`src/rtl/spi_master.sv`:
```
// spi_master: single-byte SPI mode-0 (CPOL=0, CPHA=0) master, MSB first.
// sck half-period is CLK_DIV clk cycles; all outputs are registered.
// Optional build macro SPI_MASTER_BURST_EN: a request arriving on the last
// falling edge chains the next byte into the same cs frame.
module spi_master #(
    parameter int unsigned CLK_DIV = 4
) (
    input  logic       clk,
    input  logic       rst,
    input  logic       data_in_valid,
    input  logic [7:0] data_in,
    output logic       busy,
    output logic       data_out_valid,
    output logic [7:0] data_out,
    output logic       sck,
    output logic       cs,
    output logic       mosi,
    input  logic       miso
);

    localparam int unsigned CNT_W = $clog2(CLK_DIV) + 1;
    localparam logic [CNT_W-1:0] DIV_LAST = CNT_W'(CLK_DIV - 1);

    typedef enum logic [2:0] {
        IDLE,
        LEAD,
        HIGH,
        LOW,
        TRAIL,
        GAP
    } state_t;

    state_t           state_q, state_d;
    logic [CNT_W-1:0] div_q, div_d;
    logic [2:0]       bit_q, bit_d;
    logic [6:0]       tx_q, tx_d;     // bits still to be driven after the current one
    logic [7:0]       rx_q, rx_d;
    logic [7:0]       dout_q, dout_d;
    logic             dov_q, dov_d;
    logic             busy_q, busy_d;
    logic             sck_q, sck_d;
    logic             cs_q, cs_d;
    logic             mosi_q, mosi_d;
    logic             div_done;
`ifdef SPI_MASTER_BURST_EN
    logic             cap_q, cap_d;   // last bit of a byte was just sampled
`endif

    assign div_done = (div_q == DIV_LAST);

    // Next-state and next-output logic; every phase lasts CLK_DIV clks.
    always_comb begin
        state_d = state_q;
        bit_d   = bit_q;
        tx_d    = tx_q;
        rx_d    = rx_q;
        dout_d  = dout_q;
        dov_d   = 1'b0;
        busy_d  = busy_q;
        sck_d   = sck_q;
        cs_d    = cs_q;
        mosi_d  = mosi_q;
        div_d   = (state_q == IDLE || div_done) ? '0 : div_q + CNT_W'(1);
`ifdef SPI_MASTER_BURST_EN
        cap_d   = 1'b0;
`endif

        case (state_q)
            IDLE: begin
                if (data_in_valid) begin
                    tx_d    = data_in[6:0];
                    mosi_d  = data_in[7];
                    cs_d    = 1'b0;
                    busy_d  = 1'b1;
                    bit_d   = 3'd0;
                    state_d = LEAD;
                end
            end
            LEAD: begin
                if (div_done) begin
                    sck_d   = 1'b1;
                    state_d = HIGH;
                end
            end
            HIGH: begin
                if (div_done) begin
                    sck_d = 1'b0;
                    rx_d  = {rx_q[6:0], miso};
                    bit_d = bit_q + 3'd1;
                    if (bit_q == 3'd7) begin
`ifdef SPI_MASTER_BURST_EN
                        cap_d = 1'b1;
                        if (data_in_valid) begin
                            tx_d    = data_in[6:0];
                            mosi_d  = data_in[7];
                            state_d = LOW;
                        end else begin
                            state_d = TRAIL;
                        end
`else
                        state_d = TRAIL;
`endif
                    end else begin
                        mosi_d  = tx_q[6];
                        tx_d    = {tx_q[5:0], 1'b0};
                        state_d = LOW;
                    end
                end
            end
            LOW: begin
                if (div_done) begin
                    sck_d   = 1'b1;
                    state_d = HIGH;
                end
            end
            TRAIL: begin
                if (div_done) begin
                    cs_d    = 1'b1;
                    mosi_d  = 1'b0;
`ifndef SPI_MASTER_BURST_EN
                    dout_d  = rx_q;
                    dov_d   = 1'b1;
`endif
                    state_d = GAP;
                end
            end
            GAP: begin
                if (div_done) begin
                    busy_d  = 1'b0;
                    state_d = IDLE;
                end
            end
            default: begin
                state_d = IDLE;
            end
        endcase

`ifdef SPI_MASTER_BURST_EN
        // Present each byte one clk after its final sample, frame continuing or not.
        if (cap_q) begin
            dout_d = rx_q;
            dov_d  = 1'b1;
        end
`endif
    end

    // State and output registers; reset aborts silently.
    always_ff @(posedge clk or posedge rst) begin
        if (rst) begin
            state_q <= IDLE;
            div_q   <= '0;
            bit_q   <= 3'd0;
            tx_q    <= 7'd0;
            rx_q    <= 8'h00;
            dout_q  <= 8'h00;
            dov_q   <= 1'b0;
            busy_q  <= 1'b0;
            sck_q   <= 1'b0;
            cs_q    <= 1'b1;
            mosi_q  <= 1'b0;
`ifdef SPI_MASTER_BURST_EN
            cap_q   <= 1'b0;
`endif
        end else begin
            state_q <= state_d;
            div_q   <= div_d;
            bit_q   <= bit_d;
            tx_q    <= tx_d;
            rx_q    <= rx_d;
            dout_q  <= dout_d;
            dov_q   <= dov_d;
            busy_q  <= busy_d;
            sck_q   <= sck_d;
            cs_q    <= cs_d;
            mosi_q  <= mosi_d;
`ifdef SPI_MASTER_BURST_EN
            cap_q   <= cap_d;
`endif
        end
    end

    assign busy           = busy_q;
    assign data_out_valid = dov_q;
    assign data_out       = dout_q;
    assign sck            = sck_q;
    assign cs             = cs_q;
    assign mosi           = mosi_q;

endmodule

```
`config.mk`:
```
export PLATFORM = sky130hd
export DESIGN_NAME = spi_master
export DESIGN_NICKNAME = d
export VERILOG_FILES = /design/src/rtl/spi_master.sv
export SDC_FILE = /design/constraint.sdc
export NUM_CORES = 1
export LEC_CHECK = 0
export BUFFER_PORTS_ARGS = -buffer_cell sky130_fd_sc_hd__clkbuf_2
export CAP_MARGIN = 0
export CELL_PAD_IN_SITES_DETAIL_PLACEMENT = 0
export CELL_PAD_IN_SITES_GLOBAL_PLACEMENT = 1
export CORE_AREA = 3 3 64 66
export DETAILED_ROUTE_END_ITERATION = 8
export DIE_AREA = 0 0 67 69
export GPL_TIMING_DRIVEN = 1
export PLACE_DENSITY = 0.89
export SYNTH_ARGS = -nofsm -noshare
export SYNTH_HDL_FRONTEND = slang
export SYNTH_SLANG_ARGS = --single-unit
```
`constraint.sdc`:
```
create_clock -name clk -period 3.9 [get_ports clk]
set_input_delay 0.78 -clock clk [delete_from_list [all_inputs] [get_ports clk]]
set_output_delay 0.78 -clock clk [all_outputs]
set_load 0.1 [all_outputs]
```
**After elaboration in Yosys (flattened, before gate mapping)**

Index checks and enable logic that the tools add are counted.

- Bits in latches: 0
- Memories kept: 0
- Output and inout port bits: 13
- Input port bits: 12
- Bits in read-only memories: 0
- RAM bits: 0
- Bits in registers: 37

- Equality and inequality tests: 13
- Divide/modulo/power cells: 0
- Muxes and demuxes: 28
- $add $sub $neg: 2
- Multipliers: 0
- Shift-type cells: 0
- Reduce and logical (&&, ||, !) cells: 17
- Bitwise operators: 0
- Magnitude comparators: 0

Operator list:

| kind | count |
|---|---|
| 2-to-1 mux 3 bit | 9 |
| 2-to-1 mux 7 bit | 3 |
| case mux 3 bit (5 select lines) | 1 |
| case mux 7 bit (2 select lines) | 1 |
| AND reduction 3 bit | 4 |
| != test 2 bit (second input constant) | 5 |
| AND reduction 5 bit | 2 |
| == test 3 x 2 -> 1 bit (second input constant) | 3 |
| == test 3 bit (second input constant) | 3 |
| 2-to-1 mux 1 bit | 9 |
| nonzero test 2 bit | 4 |
| adder 3 x 1 -> 3 bit (second input constant) | 2 |
| case mux 1 bit (2 select lines) | 3 |
| case mux 3 bit (2 select lines) | 1 |
| AND reduction 2 bit | 2 |
| AND reduction 4 bit | 1 |
| == test 3 x 1 -> 1 bit (second input constant) | 1 |
| zero test 3 bit | 1 |
| case mux 1 bit (3 select lines) | 1 |
| nonzero test 3 bit | 1 |
| != test 2 x 1 -> 1 bit (second input constant) | 1 |
| OR reduction 2 bit | 1 |
| logical OR 1 bit | 1 |

**Longest topological paths before layout**

Gate-level depths: netlist of run 1.

- Depth after elaboration: 4
- Mapped depth: 6

**Worst setup path before layout of run 1**

No wires, ideal clock.

- Path type: input to register
- Start: in data_in_valid
- End: reg mosi_q (netlist: mosi)
- Data required time: 3.775 ns
- Arrival time: 1.720 ns
- Stages: 3
- Slack: 2.055 ns
- Library setup time: 0.125 ns
- Path through: or3b_2 a31oi_1 mux2_2

- Cells in the longest elaborated chain, start to end: 2

RTL lines:

| item | RTL line | source |
|---|---|---|
| from (decl) | 10 | `input logic data_in_valid,` |
| != test 2 bit (no line) | - |  |
| AND reduction 5 bit (no line) | - |  |
| to (signal assigned) | 175 | `mosi_q <= mosi_d;` |
| to (decl) | 43 | `logic mosi_q, mosi_d;` |

Every way passes these cells.
A chain may end at the register's enable or synchronous reset.

**Worst setup path after layout of run 1**

- Start: reg cs_q (netlist: cs)
- End: out cs

RTL lines:

| item | RTL line | source |
|---|---|---|
| from (decl) | 42 | `logic cs_q, cs_d;` |
| from (signal assigned) | 174 | `cs_q <= cs_d;` |
| to (decl) | 16 | `output logic cs,` |

No word-level cell between the ends.

==> flow_summary.ini, run 1 <==
[timing]
worst_tran_pin_value_ps = 589
hold_violations = 0
fin_skew_ps = 5.35
setup_slack_ps = 1860
finalMaxSlewViolations = 0
fmaxAchievable_mhz = 490
slew-limit-headroom = 0.605
whs_ps = 441
grt_setup_unrepaired = no
setup_violations = 0
layout_min_cycle_time_ps = 2040
totalNegativeSetupSlack_ps = 0
post-route-period-util = 0.523

[detailed_routing]
drtPass1Iterations = 4
detail_route.drc_violations = 0
antenna_violating_nets_post_route = 0
wire_per_inst_um = 13.7
detail_route.vias_per_cell = 5.24
detail_route.wirelength_um = 2830
drt_iter0_drcs = 48
vias = 1080

[global_route]
grt_first_pass_wirelength_um = 4790
first_global_vias = 1058
grt_start_max_net_pins = 38
globalRouteTotalUtil = 0.135
grt_antenna_before_repair = 0
grt_remaining_overflow = 0

[worst_setup_path]
cp_num_buf_inv = 1
cp_data_arrival_time_ps = 1260
timing.critical_path.slowest_stage_cell = sky130_fd_sc_hd__dfstp_2
critPathKind = reg -> out
worst_setup_path_end_kind = primary output
max_stage_delay_ps = 530
timing.critical_path.cells = clkbuf_2
crit_path_start_kind = flip-flop
cp_data_required_time_ps = 3120
timing.critical_path.max_delay_family = flip-flops
crit_fanout = 2

[clocking]
htree_levels = 2
cts_tree = done
holdBufCountCts = 0
postCtsSetupBuffers = 0
clock_path_buffers = 2
clock_network_latency_to_the_later_pin_of_the_worst_skew_pair_ps = 280
clk_pin_slew_worst_paths_ps = 70
cts.root.buffer_cell = sky130_fd_sc_hd__clkbuf_8
cts_num_sinks = 37
post_cts.resized_instances = 0
cts_inserted_buffers = 5

[place]
gp_congestion = 0.803
preCtsSetupSlack_ps = 1860
io_buffers = 24
dp.final_hpwl_um = 2010
cell_count_after_placement = 198

[yosys]
fraction_of_synthesized_cell_area_in_xor_and_xnor_cells = 0
share_of_synthesized_cell_area_in_full_adder_half_adder_and_majority_cells = 0.0373
synthesized_instance_count = 129
syn-cell-area_mm2 = 0.00168
synth_area_per_cell_um2 = 13.0
syn-num-nets = 146
flip_flop_cell_with_the_highest_count_after_synthesis = sky130_fd_sc_hd__dfrtp_1
yosys-mux-area-fraction = 0.194
area_fraction_in_compound_gates_after_synthesis = 0.0715
number_of_synthesized_flops_with_an_enable_pin = 0
synthDistinctLibCells = 31
yosysWarningCount = 0
postSynth.asyncResetShare = 1.00
simple_gate_fraction_of_synth_area = 0.117
combinational_family_with_the_most_area_after_synthesis = multiplexers
synth.yosys.seq_area_share = 0.552
postSynthRegisterBits = 37

[floorplanning]
die-width_um = 67
die-area_mm2 = 0.00462
row_count = 22
initial_utilization = 0.462
die_h_um = 69
floorplan.core_area_mm2 = 0.00363
top_level_ports = 25

[hold_path]
timing.hold.worst.class = reg -> reg

[pwr]
total_power_divided_by_cell_area_mw_per_mm2 = 720
worst_ir_drop_vdd_mv = 0.467
leakage_nw = 0.956

[finish]
area_growth_syn_to_layout_pct = 18.4
drive_above_1_share = 0.443
finish.cell_count_without_fillers = 206
antenna_cells_inserted = 0
fin_nets = 174
fillerInstances = 341

[job]
max-cap-violations = 0

[run_status]
status = finished clean
-- synthesized netlist by cell type (2+ instances only) --
cell / number / share of area
sky130_fd_sc_hd__a21o_1: 2 / 0.0089
sky130_fd_sc_hd__buf_2: 4 / 0.012
sky130_fd_sc_hd__dfrtp_1: 36 / 0.54
sky130_fd_sc_hd__ha_1: 5 / 0.037
sky130_fd_sc_hd__inv_1: 6 / 0.013
sky130_fd_sc_hd__mux2_2: 29 / 0.19
sky130_fd_sc_hd__nand2_1: 8 / 0.018
sky130_fd_sc_hd__nand3_1: 5 / 0.015
sky130_fd_sc_hd__nand3b_1: 2 / 0.0089
sky130_fd_sc_hd__nand4bb_1: 2 / 0.013
sky130_fd_sc_hd__nor2_1: 3 / 0.0067
sky130_fd_sc_hd__nor2b_1: 2 / 0.0075
sky130_fd_sc_hd__nor3b_1: 2 / 0.0089
sky130_fd_sc_hd__o21ai_0: 6 / 0.018
-- metrics by stage --
stage | instance area [um^2] | total power, mW | utilization
floorplan | 1680 | 0.960 | -
global placement | 1850 | 1.02 | 0.509
detailed placement | 1850 | 1.05 | 0.509
CTS | 1990 | 1.46 | 0.547
global route | 1990 | 1.52 | 0.547
finish | 1990 | 1.43 | 0.547
-- power breakdown --
| group | switching, mW | leakage (nW) | total [mW] | internal [mW] |
|---|---|---|---|---|
| clock | 0.134 | 0.0687 | 0.391 | 0.257 |
| sequential | 0.0886 | 0.459 | 0.592 | 0.503 |
| combinational | 0.242 | 0.428 | 0.450 | 0.208 |
-- per-layer routing --
metal	wire, um	vias up	global-route usage	share of wire
li1	-	512	-	-
met5	0	-	0	0
met2	1440	25	0.221	0.51
met3	144	3	0.0472	0.051
met4	29	0	0.0405	0.010
met1	1220	540	0.166	0.43
-- cell families after synthesis --
kind of cell	Yosys count
AND/OR/NAND/NOR	31
adder cells (fa/ha/maj)	5
flip-flops	37
buffers and inverters	11
multiplexers	29
AO/OA/AOI/OAI	16
-- path summary, 6_finish.rpt --
| path | start | endpoint | slack (ps) | depth (start not counted) |
|---|---|---|---|---|
| worst min register to register | div_q[0]$_DFF_PP0_ | div_q[0]$_DFF_PP0_ | 440 | 1 |
| min in group asynchronous | rst | data_out_valid$_DFF_PP0_ | 570 | 3 |
| max in group asynchronous | rst | cs$_DFFE_PP1P_ | 3000 | 3 |
| worst min-delay path | div_q[0]$_DFF_PP0_ | div_q[0]$_DFF_PP0_ | 440 | 1 |
| worst max register to register | bit_q[0]$_DFFE_PP0P_ | tx_q[2]$_DFFE_PP0P_ | 1910 | 5 |
| worst max-delay path | cs$_DFFE_PP1P_ | cs | 1860 | 1 |
-- registers in the layout (all words and copies together), names as in the netlist --
register and count:
busy 1, bit_q 3, sck 1, cs 1, mosi 1, div_q 3
data_out_valid 1, data_out 8, rx_q 8, state_q 3, tx_q 7
-- area by class of cell --
class / instances / area (um^2) / area share
inverter: 6 / 22.5 / 0.0113
clock buffer: 5 / 68.8 / 0.0346
sequential: 37 / 927 / 0.466
clock inverter: 3 / 68.8 / 0.0346
multi-input combinational: 81 / 706 / 0.355
tap: 48 / 60.1 / 0.0302
timing repair buffer: 26 / 135 / 0.0680
-- cell usage in the layout (no fill, tap or decap), types with 3 or more instances in the layout --
cell,instances
sky130_fd_sc_hd__clkbuf_2,24
sky130_fd_sc_hd__inv_1,6
sky130_fd_sc_hd__clkbuf_8,5
sky130_fd_sc_hd__nor2_1,3
sky130_fd_sc_hd__nand2_1,8
sky130_fd_sc_hd__ha_1,5
sky130_fd_sc_hd__o21ai_0,6
sky130_fd_sc_hd__mux2_2,29
sky130_fd_sc_hd__dfrtp_1,36
sky130_fd_sc_hd__nand3_1,5
No activity file was read; power rests on OpenSTA's default activity.
==> run 2: changes to the inputs <==
--- a/config.mk
+++ b/config.mk
@@ -9,11 +9,11 @@
 export CAP_MARGIN = 0
 export CELL_PAD_IN_SITES_DETAIL_PLACEMENT = 0
 export CELL_PAD_IN_SITES_GLOBAL_PLACEMENT = 1
-export CORE_AREA = 3 3 64 66
+export CORE_AREA = 3 3 69 71
 export DETAILED_ROUTE_END_ITERATION = 8
-export DIE_AREA = 0 0 67 69
+export DIE_AREA = 0 0 72 74
 export GPL_TIMING_DRIVEN = 1
-export PLACE_DENSITY = 0.89
+export PLACE_DENSITY = 0.82
 export SYNTH_ARGS = -nofsm -noshare
 export SYNTH_HDL_FRONTEND = slang
 export SYNTH_SLANG_ARGS = --single-unit
==> constraint.sdc (replaced) <==
create_clock -name clk -period 1.7 [get_ports clk]
set_input_delay 0.34 -clock clk [delete_from_list [all_inputs] [get_ports clk]]
set_output_delay 0.34 -clock clk [all_outputs]
set_load 0.1 [all_outputs]
==> flow_summary.ini, run 2 (synthesis results as in run 1) <==
[timing]
setup_violations = 6
slew-limit-headroom = 0.638
worst_tran_pin_value_ps = 546
fmaxAchievable_mhz = 566
fin_skew_ps = 5.72
grt_setup_unrepaired = yes
post-route-period-util = 1.04
setup_slack_ps = -67.9
hold_violations = 0
layout_min_cycle_time_ps = 1770
finalMaxSlewViolations = 0

[worst_setup_path]
timing.critical_path.slowest_stage_cell = sky130_fd_sc_hd__dfrtp_1
max_stage_delay_ps = 390
cp_num_buf_inv = 1
cp_data_arrival_time_ps = 1940
timing.critical_path.cells = ha_2 -> ha_4 -> nand3b_1 -> a211oi_4 -> buf_12 -> mux2_4
timing.critical_path.max_delay_family = flip-flops
cp_data_required_time_ps = 1880
r2r-end = tx_q[1]$_DFFE_PP0P_
r2r_cells = 6
crit_fanout = 7
critPathKind = reg -> reg
reg_to_reg_startpoint = bit_q[1]$_DFFE_PP0P_
reg2reg_setup_slack_ps = -70
crit_path_start_kind = flip-flop
worst_setup_path_end_kind = flip-flop

[detailed_routing]
drtPass1Iterations = 4
detail_route.wirelength_um = 3340
detail_route.drc_violations = 0
drt_iter0_drcs = 37
vias = 1148
antenna_violating_nets_post_route = 0
wire_per_inst_um = 14.5
detail_route.vias_per_cell = 4.97

[floorplanning]
top_level_ports = 25
die_h_um = 74
die-width_um = 72
row_count = 24
floorplan.core_area_mm2 = 0.00429
initial_utilization = 0.391
die-area_mm2 = 0.00533

[finish]
area_growth_syn_to_layout_pct = 32.8
mostFrequentLayoutCells = sky130_fd_sc_hd__dfrtp_1 (36), sky130_fd_sc_hd__mux2_2 (23), sky130_fd_sc_hd__clkbuf_2 (23)
antenna_cells_inserted = 0
area.sequential_um2 = 927
leading_cell_type_in_the_layout_fill_and_taps_excluded = sky130_fd_sc_hd__dfrtp_1
fillerInstances = 391
multiInputGateArea_um2 = 801
finish.cell_count_without_fillers = 231
design_area_mm2 = 0.00223
drive_above_1_share = 0.559
fin_nets = 195

[clocking]
htree_levels = 2
clk_pin_slew_worst_paths_ps = 80
holdBufCountCts = 0
cts_num_sinks = 37
cts_inserted_buffers = 5
clock_network_latency_to_the_later_pin_of_the_worst_skew_pair_ps = 290
cts.root.buffer_cell = sky130_fd_sc_hd__clkbuf_8
clock_path_buffers = 2
cts_tree = done

[job]
max-cap-violations = 0

[place]
gp_congestion = 0.845
io_buffers = 24
dpl_cell_area_mm2 = 0.00204
dp.final_hpwl_um = 2350
cell_count_after_placement = 218

[global_route]
grt_antenna_before_repair = 0
grt_start_max_net_pins = 38
grt_remaining_overflow = 0
first_global_vias = 1178
grt_first_pass_wirelength_um = 5550
globalRouteTotalUtil = 0.133

[pwr]
power.sequential.fraction = 0.393
cell_internal_pwr_mw = 2.23
worst_ir_drop_vdd_mv = 0.680
power.clock.fraction = 0.175
relative_contribution_of_combinational_cells_to_total_power = 0.432
p_sw_frac = 0.353
total_power_divided_by_cell_area_mw_per_mm2 = 1540
switching_power_mw = 1.21
leakage_nw = 1.07

[run_status]
status = complete, but fails checks
violations = setup timing

[hold_path]
timing.hold.worst.class = in -> async
## run 2: changes by cell type in the layout (fill, tap and decap cells not counted), sizes merged
cell      delta
buf         +22
bufinv       -2
clkbuf       -1
clkinv       +2
clkinvlp     +1
inv          -1
## run 2: worst max path at each step
stage,startpoint,end,depth (start not counted)
final,bit_q[1]$_DFFE_PP0P_,tx_q[1]$_DFFE_PP0P_,6
after global routing,bit_q[1]$_DFFE_PP0P_,tx_q[1]$_DFFE_PP0P_,6
after CTS,bit_q[0]$_DFFE_PP0P_,tx_q[1]$_DFFE_PP0P_,6
after detailed placement,bit_q[1]$_DFFE_PP0P_,tx_q[1]$_DFFE_PP0P_,6
after global placement,bit_q[1]$_DFFE_PP0P_,tx_q[1]$_DFFE_PP0P_,6
after floorplan,bit_q[0]$_DFFE_PP0P_,tx_q[1]$_DFFE_PP0P_,5
## run 2: layout make-up
type,instances,share of cell area
tap,52,0.0292
timing repair buffer,47,0.147
inverter,6,0.0101
sequential,37,0.416
clock buffer,5,0.0309
multi-input combinational,81,0.359
clock inverter,3,0.00786
## run 2: metrics by stage
step	total power, mW	utilization	hold slack, ps	setup TNS (ps)	setup slack (ps)
after CTS	3.36	0.503	142	-407	-72.2
after global routing	3.66	0.519	168	-794	-135
final	3.44	0.519	124	-372	-67.9
after global placement	2.63	0.475	416	-192	-32.3
after floorplan	2.29	-	407	-492	-82.0
after detailed placement	2.72	0.475	439	-343	-61.3
## run 2: what timing repair did
| action | in CTS | in global routing |
|---|---|---|
| pin swaps | 0 | 3 |
| gates resized for setup | 7 | 8 |
| endpoints found under the setup margin | 15 | 15 |
| endpoints found under the hold margin | 0 | 0 |
| setup buffers | 1 | 3 |
| cloned | 1 | 0 |
## run 2: metal layers
layer | vias to the layer above | GRT usage | part of all wire
li1 | 554 | - | -
met1 | 565 | 0.166 | 0.42
met2 | 24 | 0.230 | 0.52
met3 | 5 | 0.0365 | 0.041
met4 | 0 | 0.0313 | 0.014
met5 | - | 0 | 0
## run 2: power groups by stage
stage	Combinational, mW	Clock [mW]	Sequential, mW
after global routing	1.61	0.658	1.39
after floorplan	0.797	0	1.49
final	1.49	0.603	1.35
after global placement	1.30	0	1.33
after detailed placement	1.37	0	1.35
after CTS	1.39	0.623	1.34
## run 2: tightest hold or removal path: cells and delay by family
family	cells	cell delay, ps
buffers and inverters	3	510
==> run 3: changes to the inputs <==
==> config.mk (replaced) <==
export PLATFORM = sky130hd
export DESIGN_NAME = spi_master
export DESIGN_NICKNAME = d
export VERILOG_FILES = /design/src/rtl/spi_master.sv
export SDC_FILE = /design/constraint.sdc
export NUM_CORES = 1
export LEC_CHECK = 0
export CAP_MARGIN = 0
export CELL_PAD_IN_SITES_DETAIL_PLACEMENT = 0
export CELL_PAD_IN_SITES_GLOBAL_PLACEMENT = 1
export CORE_AREA = 3 3 66 68
export DETAILED_ROUTE_END_ITERATION = 8
export DIE_AREA = 0 0 69 71
export DONT_BUFFER_PORTS = 1
export GPL_TIMING_DRIVEN = 1
export PLACE_DENSITY = 0.81
export SYNTH_ARGS = -nofsm -noshare
export SYNTH_HDL_FRONTEND = slang
export SYNTH_SLANG_ARGS = --single-unit
==> flow_summary.ini, run 3 (synthesis results as in run 1) <==
[worst_setup_path]
timing.critical_path.max_delay_family = flip-flops
cp_data_arrival_time_ps = 1930
worst_setup_path_end_kind = flip-flop
cp_num_buf_inv = 1
critPathKind = reg -> reg
max_stage_delay_ps = 390
timing.critical_path.slowest_stage_cell = sky130_fd_sc_hd__dfrtp_1
crit_path_start_kind = flip-flop
timing.critical_path.cells = ha_2 -> ha_4 -> nand3b_1 -> a211oi_4 -> buf_12 -> mux2_4
crit_fanout = 7
cp_data_required_time_ps = 1880
reg2reg_setup_slack_ps = -60

[pwr]
worst_ir_drop_vdd_mv = 0.905
power.total_mw = 3.59
leakage_nw = 1.04
total_power_divided_by_cell_area_mw_per_mm2 = 1620

[run_status]
violations = setup timing
status = complete, but fails checks

[job]
max-cap-violations = 0

[global_route]
grt_first_pass_wirelength_um = 5440
first_global_vias = 1186
grt_start_max_net_pins = 38
grt_remaining_overflow = 0
grt_antenna_before_repair = 0
globalRouteTotalUtil = 0.144

[clocking]
cts_tree = done
cts_num_sinks = 37
clk_pin_slew_worst_paths_ps = 80
htree_levels = 2
clock_network_latency_to_the_later_pin_of_the_worst_skew_pair_ps = 290
cts_inserted_buffers = 5
cts.root.buffer_cell = sky130_fd_sc_hd__clkbuf_8
clock_path_buffers = 2

[floorplanning]
die_h_um = 71
initial_utilization = 0.429
row_count = 23
floorplan.core_area_mm2 = 0.00391
die-width_um = 69
die-area_mm2 = 0.00490
top_level_ports = 25

[detailed_routing]
detail_route.vias_per_cell = 5.16
vias = 1114
detail_route.wirelength_um = 3300
detail_route.drc_violations = 0
drtPass1Iterations = 4
antenna_violating_nets_post_route = 0
wire_per_inst_um = 15.3
drt_iter0_drcs = 51

[place]
io_buffers = 0
dpl_cell_area_mm2 = 0.00198
gp_congestion = 0.850
dp.final_hpwl_um = 2170
preCtsSetupSlack_ps = -79.5

[timing]
setup_violations = 6
totalNegativeSetupSlack_ps = -324
layout_min_cycle_time_ps = 1760
hold_violations = 0
fmaxAchievable_mhz = 569
setup_slack_ps = -56.5
post-route-period-util = 1.03
slew-limit-headroom = 0.661
worst_tran_pin_value_ps = 509
grt_setup_unrepaired = yes
finalMaxSlewViolations = 0
fin_skew_ps = 5.45

[finish]
leading_cell_type_in_the_layout_fill_and_taps_excluded = sky130_fd_sc_hd__dfrtp_1
drive_above_1_share = 0.530
layout.core_utilization = 0.567
fin_nets = 182
area_growth_syn_to_layout_pct = 32.1
antenna_cells_inserted = 0
fillerInstances = 330
mostFrequentLayoutCells = sky130_fd_sc_hd__dfrtp_1 (35), sky130_fd_sc_hd__buf_4 (32), sky130_fd_sc_hd__mux2_2 (21)
design_area_mm2 = 0.00222

[hold_path]
timing.hold.worst.class = in -> async
==> run 3: routing by layer <==
metal / up-vias / GRT usage / wire (um)
met5: - / 0 / 0
li1: 529 / - / -
met4: 0 / 0.0954 / 85
met2: 23 / 0.224 / 1670
met1: 556 / 0.172 / 1400
met3: 6 / 0.0469 / 152
==> run 3: worst paths after layout <==
path,startpoint,to,cells past startpoint
max,bit_q[1]$_DFFE_PP0P_,tx_q[1]$_DFFE_PP0P_,6
min,rst,data_out[1]$_DFFE_PP0P_,2
max reg2reg,bit_q[1]$_DFFE_PP0P_,tx_q[1]$_DFFE_PP0P_,6
min reg2reg,div_q[0]$_DFF_PP0_,div_q[0]$_DFF_PP0_,1
max in group asynchronous,rst,cs$_DFFE_PP1P_,2
min in group clk,data_in[0],tx_q[0]$_DFFE_PP0P_,2
==> run 3: area by class of cell <==
| cell class | count | area (um^2) | share of cell area |
|---|---|---|---|
| tap | 50 | 62.6 | 0.0282 |
| inverter | 6 | 22.5 | 0.0102 |
| timing repair buffer | 34 | 280 | 0.126 |
| multi-input combinational | 81 | 810 | 0.365 |
| clock buffer | 5 | 68.8 | 0.0310 |
| clock inverter | 3 | 46.3 | 0.0209 |
| sequential | 37 | 928 | 0.418 |
==> run 3: timing repair <==
item	4_1_cts	5_1_grt
pin swaps	0	1
hold buffers	0	0
gates resized for setup	3	13
buffers inserted	1	6
gates cloned	0	1
endpoints found under the setup margin	10	16
hold endpoints to repair	0	0
==> run 3: worst reg2reg max path: stages, from the launching register on <==
cell and delay (ps):
sky130_fd_sc_hd__dfrtp_1 390, sky130_fd_sc_hd__ha_2 200, sky130_fd_sc_hd__ha_4 160, sky130_fd_sc_hd__nand3b_1 190, sky130_fd_sc_hd__a211oi_4 250, sky130_fd_sc_hd__buf_12 160
sky130_fd_sc_hd__mux2_4 300
==> run 3: where the power goes <==
group,switching (mW),internal [mW]
sequential,0.233,1.16
clock,0.318,0.439
combinational,0.659,0.783
total,1.21,2.38
==> run 3: stage by stage <==
| step | hold slack, ps | cells |
|---|---|---|
| 2_1_floorplan | 407 | 129 |
| 3_3_place_gp | 357 | 200 |
| 3_5_place_dp | 367 | 200 |
| 4_1_cts | 44.6 | 209 |
| 5_1_grt | 61.5 | 216 |
| 6_report | 39.5 | 216 |
